<file path="src/rtl/display_pkg.sv">
// Shared constants and helpers for the segment scan controller.
//   NUM_DIGITS     : number of time-multiplexed digits
//   SEG_TABLE      : hex digit to segment pattern, active-high, bits g..a
//   calc_scan_cnt  : dwell terminal count from clock and scan rates
//   sel_onehot     : active-high one-hot digit select from a digit index
package display_pkg;

    localparam int NUM_DIGITS = 8;

    localparam logic [6:0] SEG_TABLE [16] = '{
        7'h3F, 7'h06, 7'h5B, 7'h4F, 7'h66, 7'h6D, 7'h7D, 7'h07,
        7'h7F, 7'h6F, 7'h77, 7'h7C, 7'h39, 7'h5E, 7'h79, 7'h71
    };

    function automatic int calc_scan_cnt(input int clock_freq, input int scan_freq);
        return clock_freq / scan_freq - 1;
    endfunction

    function automatic logic [7:0] sel_onehot(input logic [2:0] idx);
        return 8'b0000_0001 << idx;
    endfunction

endpackage

</file>
<file path="src/rtl/seg_scan_ctrl_if.sv">
// Host-side and display-side signals of the segment scan controller.
//   Disp_Data   : eight hex nibbles, [3:0] is digit 0
//   Disp_En     : per-digit enable
//   Disp_Dp     : per-digit decimal point
//   Data_Valid  : one-cycle capture strobe
//   Blank       : level, forces all segments off
//   SEG, SEL    : registered segment pattern and digit select
//   Frame_Start : one-cycle pulse when digit 0 begins its dwell
//   Pending     : captured data awaiting frame-boundary commit
// master = host/driver side, slave = controller side.
interface seg_scan_ctrl_if;

    logic [31:0] Disp_Data;
    logic [7:0]  Disp_En;
    logic [7:0]  Disp_Dp;
    logic        Data_Valid;
    logic        Blank;
    logic [7:0]  SEG;
    logic [7:0]  SEL;
    logic        Frame_Start;
    logic        Pending;

    modport master (
        output Disp_Data, Disp_En, Disp_Dp, Data_Valid, Blank,
        input  SEG, SEL, Frame_Start, Pending
    );

    modport slave (
        input  Disp_Data, Disp_En, Disp_Dp, Data_Valid, Blank,
        output SEG, SEL, Frame_Start, Pending
    );

endinterface

</file>
<file path="src/rtl/hex7seg_decode.sv">
// Combinational hex to 7-segment decoder with decimal point, blanking and
// output polarity.
//   nibble : hex digit
//   dp     : 1 lights the decimal point
//   blank  : 1 turns every segment (including dp) off
//   seg    : [0]=a .. [6]=g, [7]=dp; inverted when ACTIVE_LOW
module hex7seg_decode
    import display_pkg::*;
#(
    parameter bit ACTIVE_LOW = 1'b1
) (
    input  logic [3:0] nibble,
    input  logic       dp,
    input  logic       blank,
    output logic [7:0] seg
);

    logic [7:0] seg_ah;

    always_comb begin
        seg_ah = blank ? 8'h00 : {dp, SEG_TABLE[nibble]};
        seg    = ACTIVE_LOW ? ~seg_ah : seg_ah;
    end

endmodule

</file>
<file path="src/rtl/seg_scan_ctrl.sv">
// Time-multiplexes eight hex digits onto SEG/SEL for the HC595 serial
// display driver. Host data lands in a pending buffer and is committed to the
// displayed (shadow) image only at the end of digit 7's dwell, so a frame is
// never torn.
//   Clk     : system clock
//   Reset_n : synchronous active-low reset
//   bus     : host inputs and registered display outputs (slave modport)
module seg_scan_ctrl
    import display_pkg::*;
#(
    parameter int CLOCK_FREQ     = 50_000_000,
    parameter int SCAN_FREQ      = 1_000,
    parameter int SCAN_CNT       = calc_scan_cnt(CLOCK_FREQ, SCAN_FREQ),
    parameter bit SEG_ACTIVE_LOW = 1'b1,
    parameter bit SEL_ACTIVE_LOW = 1'b0
) (
    input  logic           Clk,
    input  logic           Reset_n,
    seg_scan_ctrl_if.slave bus
);

    localparam int              CNT_W   = $clog2(SCAN_CNT + 1);
    localparam logic [CNT_W-1:0] CNT_TC = CNT_W'(SCAN_CNT);
    localparam logic [7:0]      SEG_OFF = SEG_ACTIVE_LOW ? 8'hFF : 8'h00;
    localparam logic [7:0]      SEL_OFF = SEL_ACTIVE_LOW ? 8'hFF : 8'h00;

    logic [CNT_W-1:0]      cnt_q, cnt_d;
    logic [2:0]            idx_q, idx_d;
    logic                  pending_q, pending_d;
    logic [31:0]           pend_data_q, pend_data_d;
    logic [NUM_DIGITS-1:0] pend_en_q, pend_en_d;
    logic [NUM_DIGITS-1:0] pend_dp_q, pend_dp_d;
    logic [31:0]           shadow_data_q, shadow_data_d;
    logic [NUM_DIGITS-1:0] shadow_en_q, shadow_en_d;
    logic [NUM_DIGITS-1:0] shadow_dp_q, shadow_dp_d;
    logic [7:0]            seg_q, seg_d;
    logic [7:0]            sel_q, sel_d;
    logic                  wrap_q, wrap_d;
    logic                  frame_q, frame_d;

    logic                  tc;
    logic                  commit;
    logic [7:0]            dec_seg;

    hex7seg_decode #(.ACTIVE_LOW(SEG_ACTIVE_LOW)) u_decode (
        .nibble (shadow_data_q[{idx_q, 2'b00} +: 4]),
        .dp     (shadow_dp_q[idx_q]),
        .blank  (bus.Blank | ~shadow_en_q[idx_q]),
        .seg    (dec_seg)
    );

    always_comb begin
        tc     = (cnt_q == CNT_TC);
        commit = tc && (idx_q == 3'd7);

        cnt_d = tc ? '0 : cnt_q + 1'b1;
        idx_d = tc ? idx_q + 3'd1 : idx_q;

        pending_d     = pending_q;
        pend_data_d   = pend_data_q;
        pend_en_d     = pend_en_q;
        pend_dp_d     = pend_dp_q;
        shadow_data_d = shadow_data_q;
        shadow_en_d   = shadow_en_q;
        shadow_dp_d   = shadow_dp_q;

        if (commit) begin
            // A strobe landing on the commit cycle bypasses the pending buffer.
            if (bus.Data_Valid) begin
                shadow_data_d = bus.Disp_Data;
                shadow_en_d   = bus.Disp_En;
                shadow_dp_d   = bus.Disp_Dp;
            end else if (pending_q) begin
                shadow_data_d = pend_data_q;
                shadow_en_d   = pend_en_q;
                shadow_dp_d   = pend_dp_q;
            end
            pending_d = 1'b0;
        end else if (bus.Data_Valid) begin
            pend_data_d = bus.Disp_Data;
            pend_en_d   = bus.Disp_En;
            pend_dp_d   = bus.Disp_Dp;
            pending_d   = 1'b1;
        end

        seg_d = dec_seg;
        sel_d = sel_onehot(idx_q) ^ SEL_OFF;

        // Outputs trail idx by one cycle, so the frame pulse trails the wrap.
        wrap_d  = commit;
        frame_d = wrap_q;
    end

    always_ff @(posedge Clk) begin
        if (!Reset_n) begin
            cnt_q         <= '0;
            idx_q         <= '0;
            pending_q     <= 1'b0;
            pend_data_q   <= '0;
            pend_en_q     <= '0;
            pend_dp_q     <= '0;
            shadow_data_q <= '0;
            shadow_en_q   <= '0;
            shadow_dp_q   <= '0;
            seg_q         <= SEG_OFF;
            sel_q         <= SEL_OFF;
            wrap_q        <= 1'b0;
            frame_q       <= 1'b0;
        end else begin
            cnt_q         <= cnt_d;
            idx_q         <= idx_d;
            pending_q     <= pending_d;
            pend_data_q   <= pend_data_d;
            pend_en_q     <= pend_en_d;
            pend_dp_q     <= pend_dp_d;
            shadow_data_q <= shadow_data_d;
            shadow_en_q   <= shadow_en_d;
            shadow_dp_q   <= shadow_dp_d;
            seg_q         <= seg_d;
            sel_q         <= sel_d;
            wrap_q        <= wrap_d;
            frame_q       <= frame_d;
        end
    end

    assign bus.SEG         = seg_q;
    assign bus.SEL         = sel_q;
    assign bus.Frame_Start = frame_q;
    assign bus.Pending     = pending_q;

endmodule

</file>
<file path="src/flat_wrapper.sv">
// flat-port wrapper written by rule: the top's interface ports become plain ports
module seg_scan_ctrl_flat import display_pkg::*;
#(
    parameter int CLOCK_FREQ     = 50_000_000,
    parameter int SCAN_FREQ      = 1_000,
    parameter int SCAN_CNT       = calc_scan_cnt(CLOCK_FREQ, SCAN_FREQ),
    parameter bit SEG_ACTIVE_LOW = 1'b1,
    parameter bit SEL_ACTIVE_LOW = 1'b0
)
  (Clk, Reset_n, bus_Disp_Data, bus_Disp_En, bus_Disp_Dp, bus_Data_Valid, bus_Blank, bus_SEG, bus_SEL, bus_Frame_Start, bus_Pending);
  seg_scan_ctrl_if bus_i ();
  input  logic Clk;
  input  logic Reset_n;
  input wire logic [$bits(bus_i.Disp_Data)-1:0] bus_Disp_Data;
  input wire logic [$bits(bus_i.Disp_En)-1:0] bus_Disp_En;
  input wire logic [$bits(bus_i.Disp_Dp)-1:0] bus_Disp_Dp;
  input wire logic [$bits(bus_i.Data_Valid)-1:0] bus_Data_Valid;
  input wire logic [$bits(bus_i.Blank)-1:0] bus_Blank;
  output wire logic [$bits(bus_i.SEG)-1:0] bus_SEG;
  output wire logic [$bits(bus_i.SEL)-1:0] bus_SEL;
  output wire logic [$bits(bus_i.Frame_Start)-1:0] bus_Frame_Start;
  output wire logic [$bits(bus_i.Pending)-1:0] bus_Pending;
  assign bus_i.Disp_Data = bus_Disp_Data;
  assign bus_i.Disp_En = bus_Disp_En;
  assign bus_i.Disp_Dp = bus_Disp_Dp;
  assign bus_i.Data_Valid = bus_Data_Valid;
  assign bus_i.Blank = bus_Blank;
  assign bus_SEG = bus_i.SEG;
  assign bus_SEL = bus_i.SEL;
  assign bus_Frame_Start = bus_i.Frame_Start;
  assign bus_Pending = bus_i.Pending;
  seg_scan_ctrl #(.CLOCK_FREQ(CLOCK_FREQ), .SCAN_FREQ(SCAN_FREQ), .SCAN_CNT(SCAN_CNT), .SEG_ACTIVE_LOW(SEG_ACTIVE_LOW), .SEL_ACTIVE_LOW(SEL_ACTIVE_LOW)) u_core (.Clk(Clk), .Reset_n(Reset_n), .bus(bus_i));
endmodule
</file>
<file path="config.mk">
export PLATFORM = sky130hd
export DESIGN_NAME = seg_scan_ctrl_flat
export DESIGN_NICKNAME = d
export VERILOG_FILES = /design/src/rtl/display_pkg.sv /design/src/rtl/seg_scan_ctrl_if.sv /design/src/rtl/hex7seg_decode.sv /design/src/rtl/seg_scan_ctrl.sv /design/src/flat_wrapper.sv
export SDC_FILE = /design/constraint.sdc
export NUM_CORES = 1
export LEC_CHECK = 0
export CORE_MARGIN = 4
export CORE_UTILIZATION = 45
export DETAILED_ROUTE_END_ITERATION = 10
export GPL_TIMING_DRIVEN = 0
export PLACE_DENSITY = 0.71
export SYNTH_ARGS = -nofsm -noshare
export SYNTH_HDL_FRONTEND = slang
export SYNTH_SLANG_ARGS = --single-unit
</file>
<file path="constraint.sdc">
create_clock -name Clk -period 3.1 [get_ports Clk]
set_clock_uncertainty 0.15 [all_clocks]
set_input_delay 0.775 -clock Clk [delete_from_list [all_inputs] [get_ports Clk]]
set_output_delay 0.775 -clock Clk [all_outputs]
set_load 0.02 [all_outputs]
</file>
==> results of run 1 <==
metrics by stage:
stage,TNS [ns],hold WS [ns]
finish,0,0.2952
global route,0,0.3252
CTS,0,0.2990
detailed placement,-0.1007,0.2860
global placement,-0.06017,0.2722
floorplan,0,0.2619
state kept, by name, indices dropped and copies added (netlist names):
register and flops:
u_core.pend_data_q 32, u_core.shadow_en_q 8, u_core.shadow_dp_q 8, u_core.cnt_q 16, u_core.bus.SEL 8, u_core.pend_dp_q 8
u_core.bus.Pending 1, u_core.bus.SEG 8, u_core.pend_en_q 8, u_core.idx_q 3, u_core.bus.Frame_Start 1, u_core.frame_d 1
u_core.shadow_data_q 32
synth_stat cells, types with 2 or more instances:
| cell | count | share of area |
|---|---|---|
| buf_6 | 3 | 0.0056 |
| o221ai_1 | 3 | 0.0044 |
| mux4_2 | 10 | 0.037 |
| o21ai_0 | 3 | 0.0025 |
| inv_1 | 6 | 0.0037 |
| nor3_1 | 4 | 0.0033 |
| nand2b_1 | 2 | 0.0021 |
| and3_1 | 9 | 0.0093 |
| ha_1 | 12 | 0.025 |
| clkbuf_1 | 22 | 0.014 |
| xnor2_1 | 8 | 0.012 |
| a21oi_1 | 4 | 0.0033 |
| nand2_1 | 56 | 0.035 |
| or4b_1 | 2 | 0.0033 |
| nor2_1 | 21 | 0.013 |
| and2_1 | 7 | 0.0073 |
| dfxtp_1 | 134 | 0.45 |
| xor2_1 | 7 | 0.010 |
| nand4b_1 | 2 | 0.0029 |
| buf_2 | 14 | 0.012 |
| nand4_1 | 2 | 0.0021 |
| nand3_1 | 6 | 0.0050 |
| nor2b_1 | 52 | 0.054 |
| mux2_2 | 5 | 0.0093 |
| mux2i_1 | 104 | 0.17 |
| buf_4 | 2 | 0.0025 |
| o211a_1 | 50 | 0.083 |
worst max-delay path, delay by kind of cell (launching register included):
family,cells,cell delay [ns]
AOI/OAI and AO/OA,2,0.29
muxes,2,0.84
adders and majority gates,1,0.24
DFF,1,0.37
and+or+nand+nor,1,0.07
buffers and inverters,4,0.72
worst max path at each step:
stage / start / to / slack (ns) / cells after the start
after floorplan: u_core.idx_q[0] / u_core.bus.SEG[4] / 0.42 / 9
after global placement: u_core.idx_q[1] / u_core.bus.SEG[4] / -0.06 / 8
after detailed placement: u_core.idx_q[1] / u_core.bus.SEG[4] / -0.1 / 8
after CTS: u_core.idx_q[0] / u_core.bus.SEG[4] / 0.08 / 9
after global routing: u_core.idx_q[0] / u_core.bus.SEG[6] / 0.07 / 10
final: u_core.idx_q[0] / u_core.bus.SEG[6] / 0.23 / 10
power by group:
part	total [mW]	switching [mW]	internal (mW)
combinational	0.273	0.124	0.149
clock	2.31	0.734	1.58
sequential	1.79	0.0212	1.77
total	4.37	0.879	3.49
repair_timing:
action                                  4_1_cts  5_1_grt
cloned                                        0        0
hold buffers                                  0        0
endpoints found under the setup margin        2        4
gates resized for setup                       2        3
cell families (layout without fill, tap and decap cells):
logic type      after synthesis  after routing  share of synthesized area
flops                       134            134                     0.4454
buf+inv                      47            147                    0.03718
fa+ha+maj                    12             12                    0.02493
compound gates               68             68                     0.1041
simple gates                169            169                     0.1471
xor+xnor                     15             15                    0.02181
mux                         119            119                     0.2196
routing by layer:
metal  share of wire  vias up  GRT usage  wire [microns]
li1                -     2176          -               -
met1            0.46     2052     0.2271            6012
met2            0.49       78     0.2906            6340
met3           0.041       14    0.04905             528
met4           0.011        0    0.05467             144
met5               0        -          0               0
area by class of cell:
cell class / count / area (sq um) / share of cell area
clock inverters: 15 / 257.7 / 0.03379
repair buffers: 68 / 680.7 / 0.08922
clock buffers: 17 / 425.4 / 0.05577
plain buffers: 41 / 206.4 / 0.02706
multi-input cells: 383 / 3133 / 0.4107
well taps: 176 / 220.2 / 0.02887
inverters: 6 / 22.52 / 0.002952
flip-flops and latches: 134 / 2683 / 0.3516
==> impl_metrics.ini, run 1 <==
[clock_network]
clockBufferDepth = 2
clkTransAtPathRegs_ns = 0.06
htreeDepth = 4
post_cts_buffers = 0
clkSinkCount = 134
root_buffer = clkbuf_16
cts_tree = built
cts_buffers = 17
clkLatencyLatePin_ns = 0.42

[die]
die_h_microns = 123.7
io_pins = 70
rows = 42
dieArea_sq_um = 15300
die_w_microns = 123.7
floorplan.core_area_sq_um = 13190
start_util = 0.4566

[finish]
area_delta_synth_final_pct = 26.65
fillers = 1146
instances_no_fill = 840
n_antenna_cell = 0
final_nets = 715
drive_above_1_share = 0.1099
stdcell_area_sq_um = 7629
final_common_cell = dfxtp_1
mostFrequentLayoutCells = 134 x dfxtp_1, 102 x mux2i_1, 68 x clkdlybuf4s50_1, 56 x nand2_1, 52 x nor2b_1
final_util = 0.5784

[routing]
routed_via_density = 5.143
vias = 4320
routed_wl_microns = 13020
first_pass_iters = 4
wire_per_inst_microns = 15.50
drt-initial-drc-count = 247
drc_errors = 0
drt.antenna.violating_nets = 0

[synth]
syn_avg_cell_area_sq_um = 10.68
synthCells = 564
synth_edf_count = 0
synth_seq_cells = 134
syn-num-nets = 628
yosysWarnings = 0
seq_area_frac_synth = 0.4454
synth.distinct_cells = 41
syn_area_sq_um = 6023
async_flop_share = 0
ys.flop_type = dfxtp_1

[grt]
grt_pass1_vias = 4302
grt_max_degree = 17
antenna_found_initial = 0
grt_pass1_wl_microns = 21020
grt_overflow = 0
grtUsageTotal = 0.1772

[placement]
placedCellCount = 808
portBuffers = 68
place_hpwl_microns = 9568
gp_congestion = 0.8072
place_area_sq_um = 6924
dpl_worst_slack_ns = -0.09555

[setup_path]
crit_fanout = 10
r2r-end = u_core.bus.SEG[6]
endpoint_kind = flop
critical_path.most_common_cell = inv_1
critPathLaunchType = flop
slowest_delay_ns = 0.55
crit_chain = buf_2 -> buf_6 -> mux4_2 -> mux2i_2 -> inv_1 -> ha_1 -> inv_1 -> nor2_1 -> a21oi_1 -> o221ai_1
cp.required_ns = 3.20
reg2reg_from = u_core.idx_q[0]
critPathKind = reg -> reg
crit_arrival_ns = 2.97
reg2reg_depth = 10
ff2ff_setup_slack_ns = 0.23
crit_path_top_delay_cell = mux4_2

[timing]
post-route-min-period_ns = 2.867
rsz0062_at_grt = false
tightest_slew_ns = 0.7937
clock.fmax_mhz = 348.8
drv_slew = 0
setup_viol = 0
fin_ws_ns = 0.2329
hold_viol_final = 0
finalCritPeriodShare = 0.9249
max-slew-margin-rel = 0.4697

[hold_path]
hold_path.startpoint = u_core.frame_d
hold_path_end = u_core.bus.Frame_Start
worstHoldPathType = reg -> reg
min_path_cells = 1

[power_and_ir_drop]
p_leak_nw = 3.667
ir_worst_vdd_uv = 366.1
finalPower_mw = 4.373
pwr_density_cell_nw_per_um2 = 573.2

[job]
maxCapViolCount = 0

[outcome]
outcome = complete, no violations
(Power assumes the default switching activity.)
==> run 2, diff against run 1 <==
--- a/config.mk
+++ b/config.mk
@@ -5,11 +5,11 @@
 export SDC_FILE = /design/constraint.sdc
 export NUM_CORES = 1
 export LEC_CHECK = 0
-export CORE_MARGIN = 4
+export CORE_MARGIN = 2
 export CORE_UTILIZATION = 45
 export DETAILED_ROUTE_END_ITERATION = 10
 export GPL_TIMING_DRIVEN = 0
-export PLACE_DENSITY = 0.71
+export PLACE_DENSITY = 0.74
 export SYNTH_ARGS = -nofsm -noshare
 export SYNTH_HDL_FRONTEND = slang
 export SYNTH_SLANG_ARGS = --single-unit
==> constraint.sdc (replaced) <==
create_clock -name Clk -period 3.1 [get_ports Clk]
set_clock_uncertainty 0.15 [all_clocks]
set_input_delay 0.775 -clock Clk [delete_from_list [all_inputs] [get_ports Clk]]
set_output_delay 0.775 -clock Clk [all_outputs]
set_load 0.01 [all_outputs]
==> run 2 against run 1 <==
- flip-flop and latch count is the same
- register-to-register slack lost 0.08 ns
- largest cell class unchanged
- largest power group unchanged
- non-clock buffer count is the same
- global-route usage grew 1.8 points
- total power shrank 3.1%
- via count grew 3.5%
- worst setup slack lost 0.080 ns
- cell count is the same
- wire length grew 3.1%
- first-iteration DRC count grew 17%
==> impl_metrics.ini, run 2 (synthesis results as in run 1) <==
[setup_path]
crit_cells = 9
reg2reg_depth = 9
ff2ff_setup_slack_ns = 0.15
cp.required_ns = 3.19
crit_path_top_delay_cell = mux4_2
r2r-end = u_core.bus.SEG[4]
crit_start = u_core.idx_q[0]
endpoint_kind = flop
crit_buf_inv = 3
crit_arrival_ns = 3.04
crit_family = multiplexers
slowest_delay_ns = 0.57
critPathLaunchType = flop
crit_fanout = 10
cp-endpoint = u_core.bus.SEG[4]
reg2reg_from = u_core.idx_q[0]
critPathKind = reg -> reg
crit_chain = buf_2 -> buf_6 -> mux4_2 -> mux2i_4 -> inv_1 -> ha_1 -> mux2_2 -> nand2_1 -> o311ai_0

[die]
die_w_microns = 119.7
dieArea_sq_um = 14330
rows = 42
floorplan.core_area_sq_um = 13140
io_pins = 70
die_h_microns = 119.7
start_util = 0.4585

[finish]
final_nets = 715
area_delta_synth_final_pct = 25.95
mostFrequentLayoutCells = 134 x dfxtp_1, 102 x mux2i_1, 68 x clkdlybuf4s50_1, 56 x nand2_1, 52 x nor2b_1
reg_top3 = u_core.pend_data_q: 32 flops, u_core.shadow_data_q: 32 flops, u_core.cnt_q: 16 flops
register_area_sq_um = 2683
multiInputGateArea_sq_um = 3133
n_antenna_cell = 0
fillers = 1126
final_common_cell = dfxtp_1
final_util = 0.5774
drive_above_1_share = 0.1039

[power_and_ir_drop]
p_int_mw = 3.380
power_frac_comb = 0.065
clkPwrFrac = 0.513
sw_frac_of_total = 0.2026
pwr_density_cell_nw_per_um2 = 558.8
p_leak_nw = 3.650
ir_worst_vdd_uv = 343.8
finalPower_mw = 4.239
pwr-share-seq = 0.422
p_sw_mw = 0.8587

[placement]
dpl_worst_slack_ns = -0.1254
gp_congestion = 0.8446
portBuffers = 68
place_hpwl_microns = 9662

[clock_network]
clkSinkCount = 134
root_buffer = clkbuf_16
clkLatencyLatePin_ns = 0.41
cts_tree = built
clkTransAtPathRegs_ns = 0.06
cts_buffers = 17
htreeDepth = 4
post_cts_buffers = 0
clockBufferDepth = 2

[timing]
clock.fmax_mhz = 339.3
hold_viol_final = 0
fin_ws_ns = 0.1527
post-route-min-period_ns = 2.947
tightest_slew_ns = 0.8734
rsz0062_at_grt = false
finalCritPeriodShare = 0.9507
max-slew-margin-rel = 0.4165
setup_viol = 0
drv_slew = 0

[grt]
grt_max_degree = 17
grtUsageTotal = 0.1951
grt_pass1_vias = 4523
antenna_found_initial = 0
grt_pass1_wl_microns = 22040
grt_overflow = 0

[routing]
vias = 4472
routed_via_density = 5.324
wire_per_inst_microns = 15.99
drc_errors = 0
drt.antenna.violating_nets = 0
first_pass_iters = 5
drt-initial-drc-count = 288
routed_wl_microns = 13430

[hold_path]
worstHoldPathType = reg -> reg
min_path_cells = 1

[outcome]
outcome = complete, no violations

[job]
maxCapViolCount = 0
==> run 2: power by group through the flow <==
stage / Sequential, mW / Combinational [mW] / Clock (mW)
after floorplan: 1.82 / 0.158 / 0
after global placement: 1.82 / 0.268 / 0
after detailed placement: 1.82 / 0.275 / 0
after CTS: 1.79 / 0.277 / 2.21
after global routing: 1.79 / 0.299 / 2.29
final: 1.79 / 0.275 / 2.18
==> run 2: repair_timing <==
item,in CTS,in global routing
resized for setup,3,2
endpoints found under the setup margin,4,4
hold buffers,0,0
==> run 2: area by class of cell <==
type,count,area share
multi-input cells,383,0.4130
flip-flops and latches,134,0.3536
repair buffers,68,0.08972
clock buffers,23,0.06169
well taps,176,0.02903
plain buffers,41,0.02721
clock inverters,9,0.02276
inverters,6,0.002969
==> run 2: worst min path at each step <==
stage | startpoint | endpoint | slack [ns]
3_5_place_dp | u_core.frame_d | u_core.bus.Frame_Start | 0.29
4_1_cts | u_core.frame_d | u_core.bus.Frame_Start | 0.30
2_1_floorplan | u_core.frame_d | u_core.bus.Frame_Start | 0.26
5_1_grt | u_core.frame_d | u_core.bus.Frame_Start | 0.32
3_3_place_gp | u_core.cnt_q[0] | u_core.cnt_q[0] | 0.28
6_report | u_core.frame_d | u_core.bus.Frame_Start | 0.29
==> run 2: per-layer routing <==
| metal | vias up | wire, microns | part of all wire | global-route usage |
|---|---|---|---|---|
| met5 | - | 0 | 0 | 0 |
| met4 | 0 | 174 | 0.013 | 0.07059 |
| met3 | 17 | 575 | 0.043 | 0.04515 |
| met2 | 101 | 6615 | 0.49 | 0.3336 |
| met1 | 2186 | 6067 | 0.45 | 0.2406 |
| li1 | 2168 | - | - | - |
==> run 2: through the flow <==
step | std cells | TNS (ns) | instance area (sq um) | hold WS (ns)
after floorplan | 564 | 0 | 6023 | 0.2619
after global placement | 808 | -0.02610 | 6924 | 0.2775
after detailed placement | 808 | -0.1254 | 6924 | 0.2861
after CTS | 840 | 0 | 7579 | 0.2993
after global routing | 840 | 0 | 7586 | 0.3171
final | 840 | 0 | 7586 | 0.2929
==> run 3, diff against run 2 <==
--- a/config.mk
+++ b/config.mk
@@ -10,6 +10,7 @@
 export DETAILED_ROUTE_END_ITERATION = 10
 export GPL_TIMING_DRIVEN = 0
 export PLACE_DENSITY = 0.74
+export REMOVE_ABC_BUFFERS = 1
 export SYNTH_ARGS = -nofsm -noshare
 export SYNTH_HDL_FRONTEND = slang
 export SYNTH_SLANG_ARGS = --single-unit
==> run 3 against run 2 <==
- register-to-register slack improved by 0.04 ns
- combinational power decreased by 4%
- via count down 6.0%
- global-route usage decreased by 2.0 points
- critical endpoint is now u_core.shadow_data_q[8]
- largest power group unchanged
==> impl_metrics.ini, run 3 (synthesis results as in run 1) <==
[outcome]
outcome = complete, no violations

[setup_path]
critPathLaunchType = flop
cp.required_ns = 3.25
crit_arrival_ns = 3.06
endpoint_kind = flop
crit_fanout = 62
critPathKind = reg -> reg

[routing]
drt.antenna.violating_nets = 0
first_pass_iters = 4
vias = 4203
routed_via_density = 5.234
drt-initial-drc-count = 230
routed_wl_microns = 11910
wire_per_inst_microns = 14.84
drc_errors = 0

[clock_network]
clkLatencyLatePin_ns = 0.41
clockBufferDepth = 2
clkTransAtPathRegs_ns = 0.05
cts_tree = built
htreeDepth = 4
cts_buffers = 17
post_cts_buffers = 0
root_buffer = clkbuf_16
clkSinkCount = 134

[power_and_ir_drop]
pwr_density_cell_nw_per_um2 = 533.3
p_leak_nw = 3.523
ir_worst_vdd_uv = 387.0

[finish]
drive_above_1_share = 0.08931
area_delta_synth_final_pct = 22.41
final_nets = 678
mostFrequentLayoutCells = 132 x dfxtp_1, 104 x mux2i_1, 67 x clkdlybuf4s50_1, 56 x nand2_1, 52 x nor2b_1
final_common_cell = dfxtp_1
reg_top3 = u_core.pend_data_q: 32 flops, u_core.shadow_data_q: 32 flops, u_core.cnt_q: 16 flops
n_antenna_cell = 0

[job]
maxCapViolCount = 0

[die]
floorplan.core_area_sq_um = 13140
die_w_microns = 119.7
dieArea_sq_um = 14330
start_util = 0.4585
io_pins = 70
rows = 42
die_h_microns = 119.7

[timing]
clock.fmax_mhz = 344.0
tightest_slew_ns = 0.9739
drv_slew = 0
holdWs_ns = 0.2828
post-route-min-period_ns = 2.907
max-slew-margin-rel = 0.3507
rsz0062_at_grt = false
hold_viol_final = 0
setup_viol = 0
tns_ns = 0
finalCritPeriodShare = 0.9376

[placement]
gp_congestion = 0.8149
place_hpwl_microns = 7697
portBuffers = 69

[grt]
antenna_found_initial = 0
grt_pass1_vias = 4234
grt_max_degree = 111
grt_overflow = 0
grt_pass1_wl_microns = 19840
grtUsageTotal = 0.1752

[hold_path]
worstHoldPathType = reg -> reg
[run 3: per-stage QoR]
step | setup WS, ns | utilization | area (sq um) | std cells | power, mW
5_1_grt | 0.03072 | 0.5612 | 7373 | 803 | 4.087
6_report | 0.1933 | 0.5612 | 7373 | 803 | 3.932
2_1_floorplan | -0.6119 | - | 5822 | 523 | 1.947
3_5_place_dp | -0.3102 | 0.5184 | 6810 | 771 | 2.088
3_3_place_gp | -3.894 | 0.5125 | 6733 | 768 | 2.090
4_1_cts | 0.09265 | 0.5610 | 7370 | 803 | 3.973
[run 3: worst paths after layout]
path,from,endpoint,slack [ns],cells past startpoint
max,u_core.cnt_q[5],u_core.shadow_data_q[8],0.19,6
min reg2reg,u_core.frame_d,u_core.bus.Frame_Start,0.28,1
min,u_core.frame_d,u_core.bus.Frame_Start,0.28,1
max reg2reg,u_core.cnt_q[5],u_core.shadow_data_q[8],0.19,6
[run 3: layer usage]
| metal | vias to the layer above | part of all wire | track usage |
|---|---|---|---|
| met1 | 2019 | 0.45 | 0.2036 |
| met2 | 76 | 0.49 | 0.2993 |
| met3 | 9 | 0.041 | 0.06084 |
| met5 | - | 0 | 0 |
| met4 | 0 | 0.013 | 0.06250 |
| li1 | 2099 | - | - |
[run 3: cell type report]
type	count	area (sq um)
clock buffer	21	450.4
tap	176	220.2
clock inverter	11	107.6
sequential	134	2688
inverter	6	22.52
multi-input combinational	383	3132
fill	1156	5764
timing repair buffer	72	753.2
[run 3: critical path, stage by stage (launching register included)]
cell and delay [ns]:
dfxtp_1 0.34, or4b_1 0.61, nor4_1 0.60, o211a_4 0.52, buf_12 0.31, nand2_1 0.10
o211a_1 0.14
[run 3: where the power goes]
group / switching [mW] / internal [mW] / total (mW) / leakage (nW)
Clock: 0.693 / 1.19 / 1.88 / 0.280
Sequential: 0.0216 / 1.76 / 1.79 / 1.09
Combinational: 0.115 / 0.148 / 0.263 / 2.15
Total: 0.829 / 3.10 / 3.93 / 3.52
[run 3: what timing repair did]
item,in CTS,in global routing
cloned,0,0
setup endpoints to repair,7,4
hold buffers,0,0
gates resized for setup,1,2
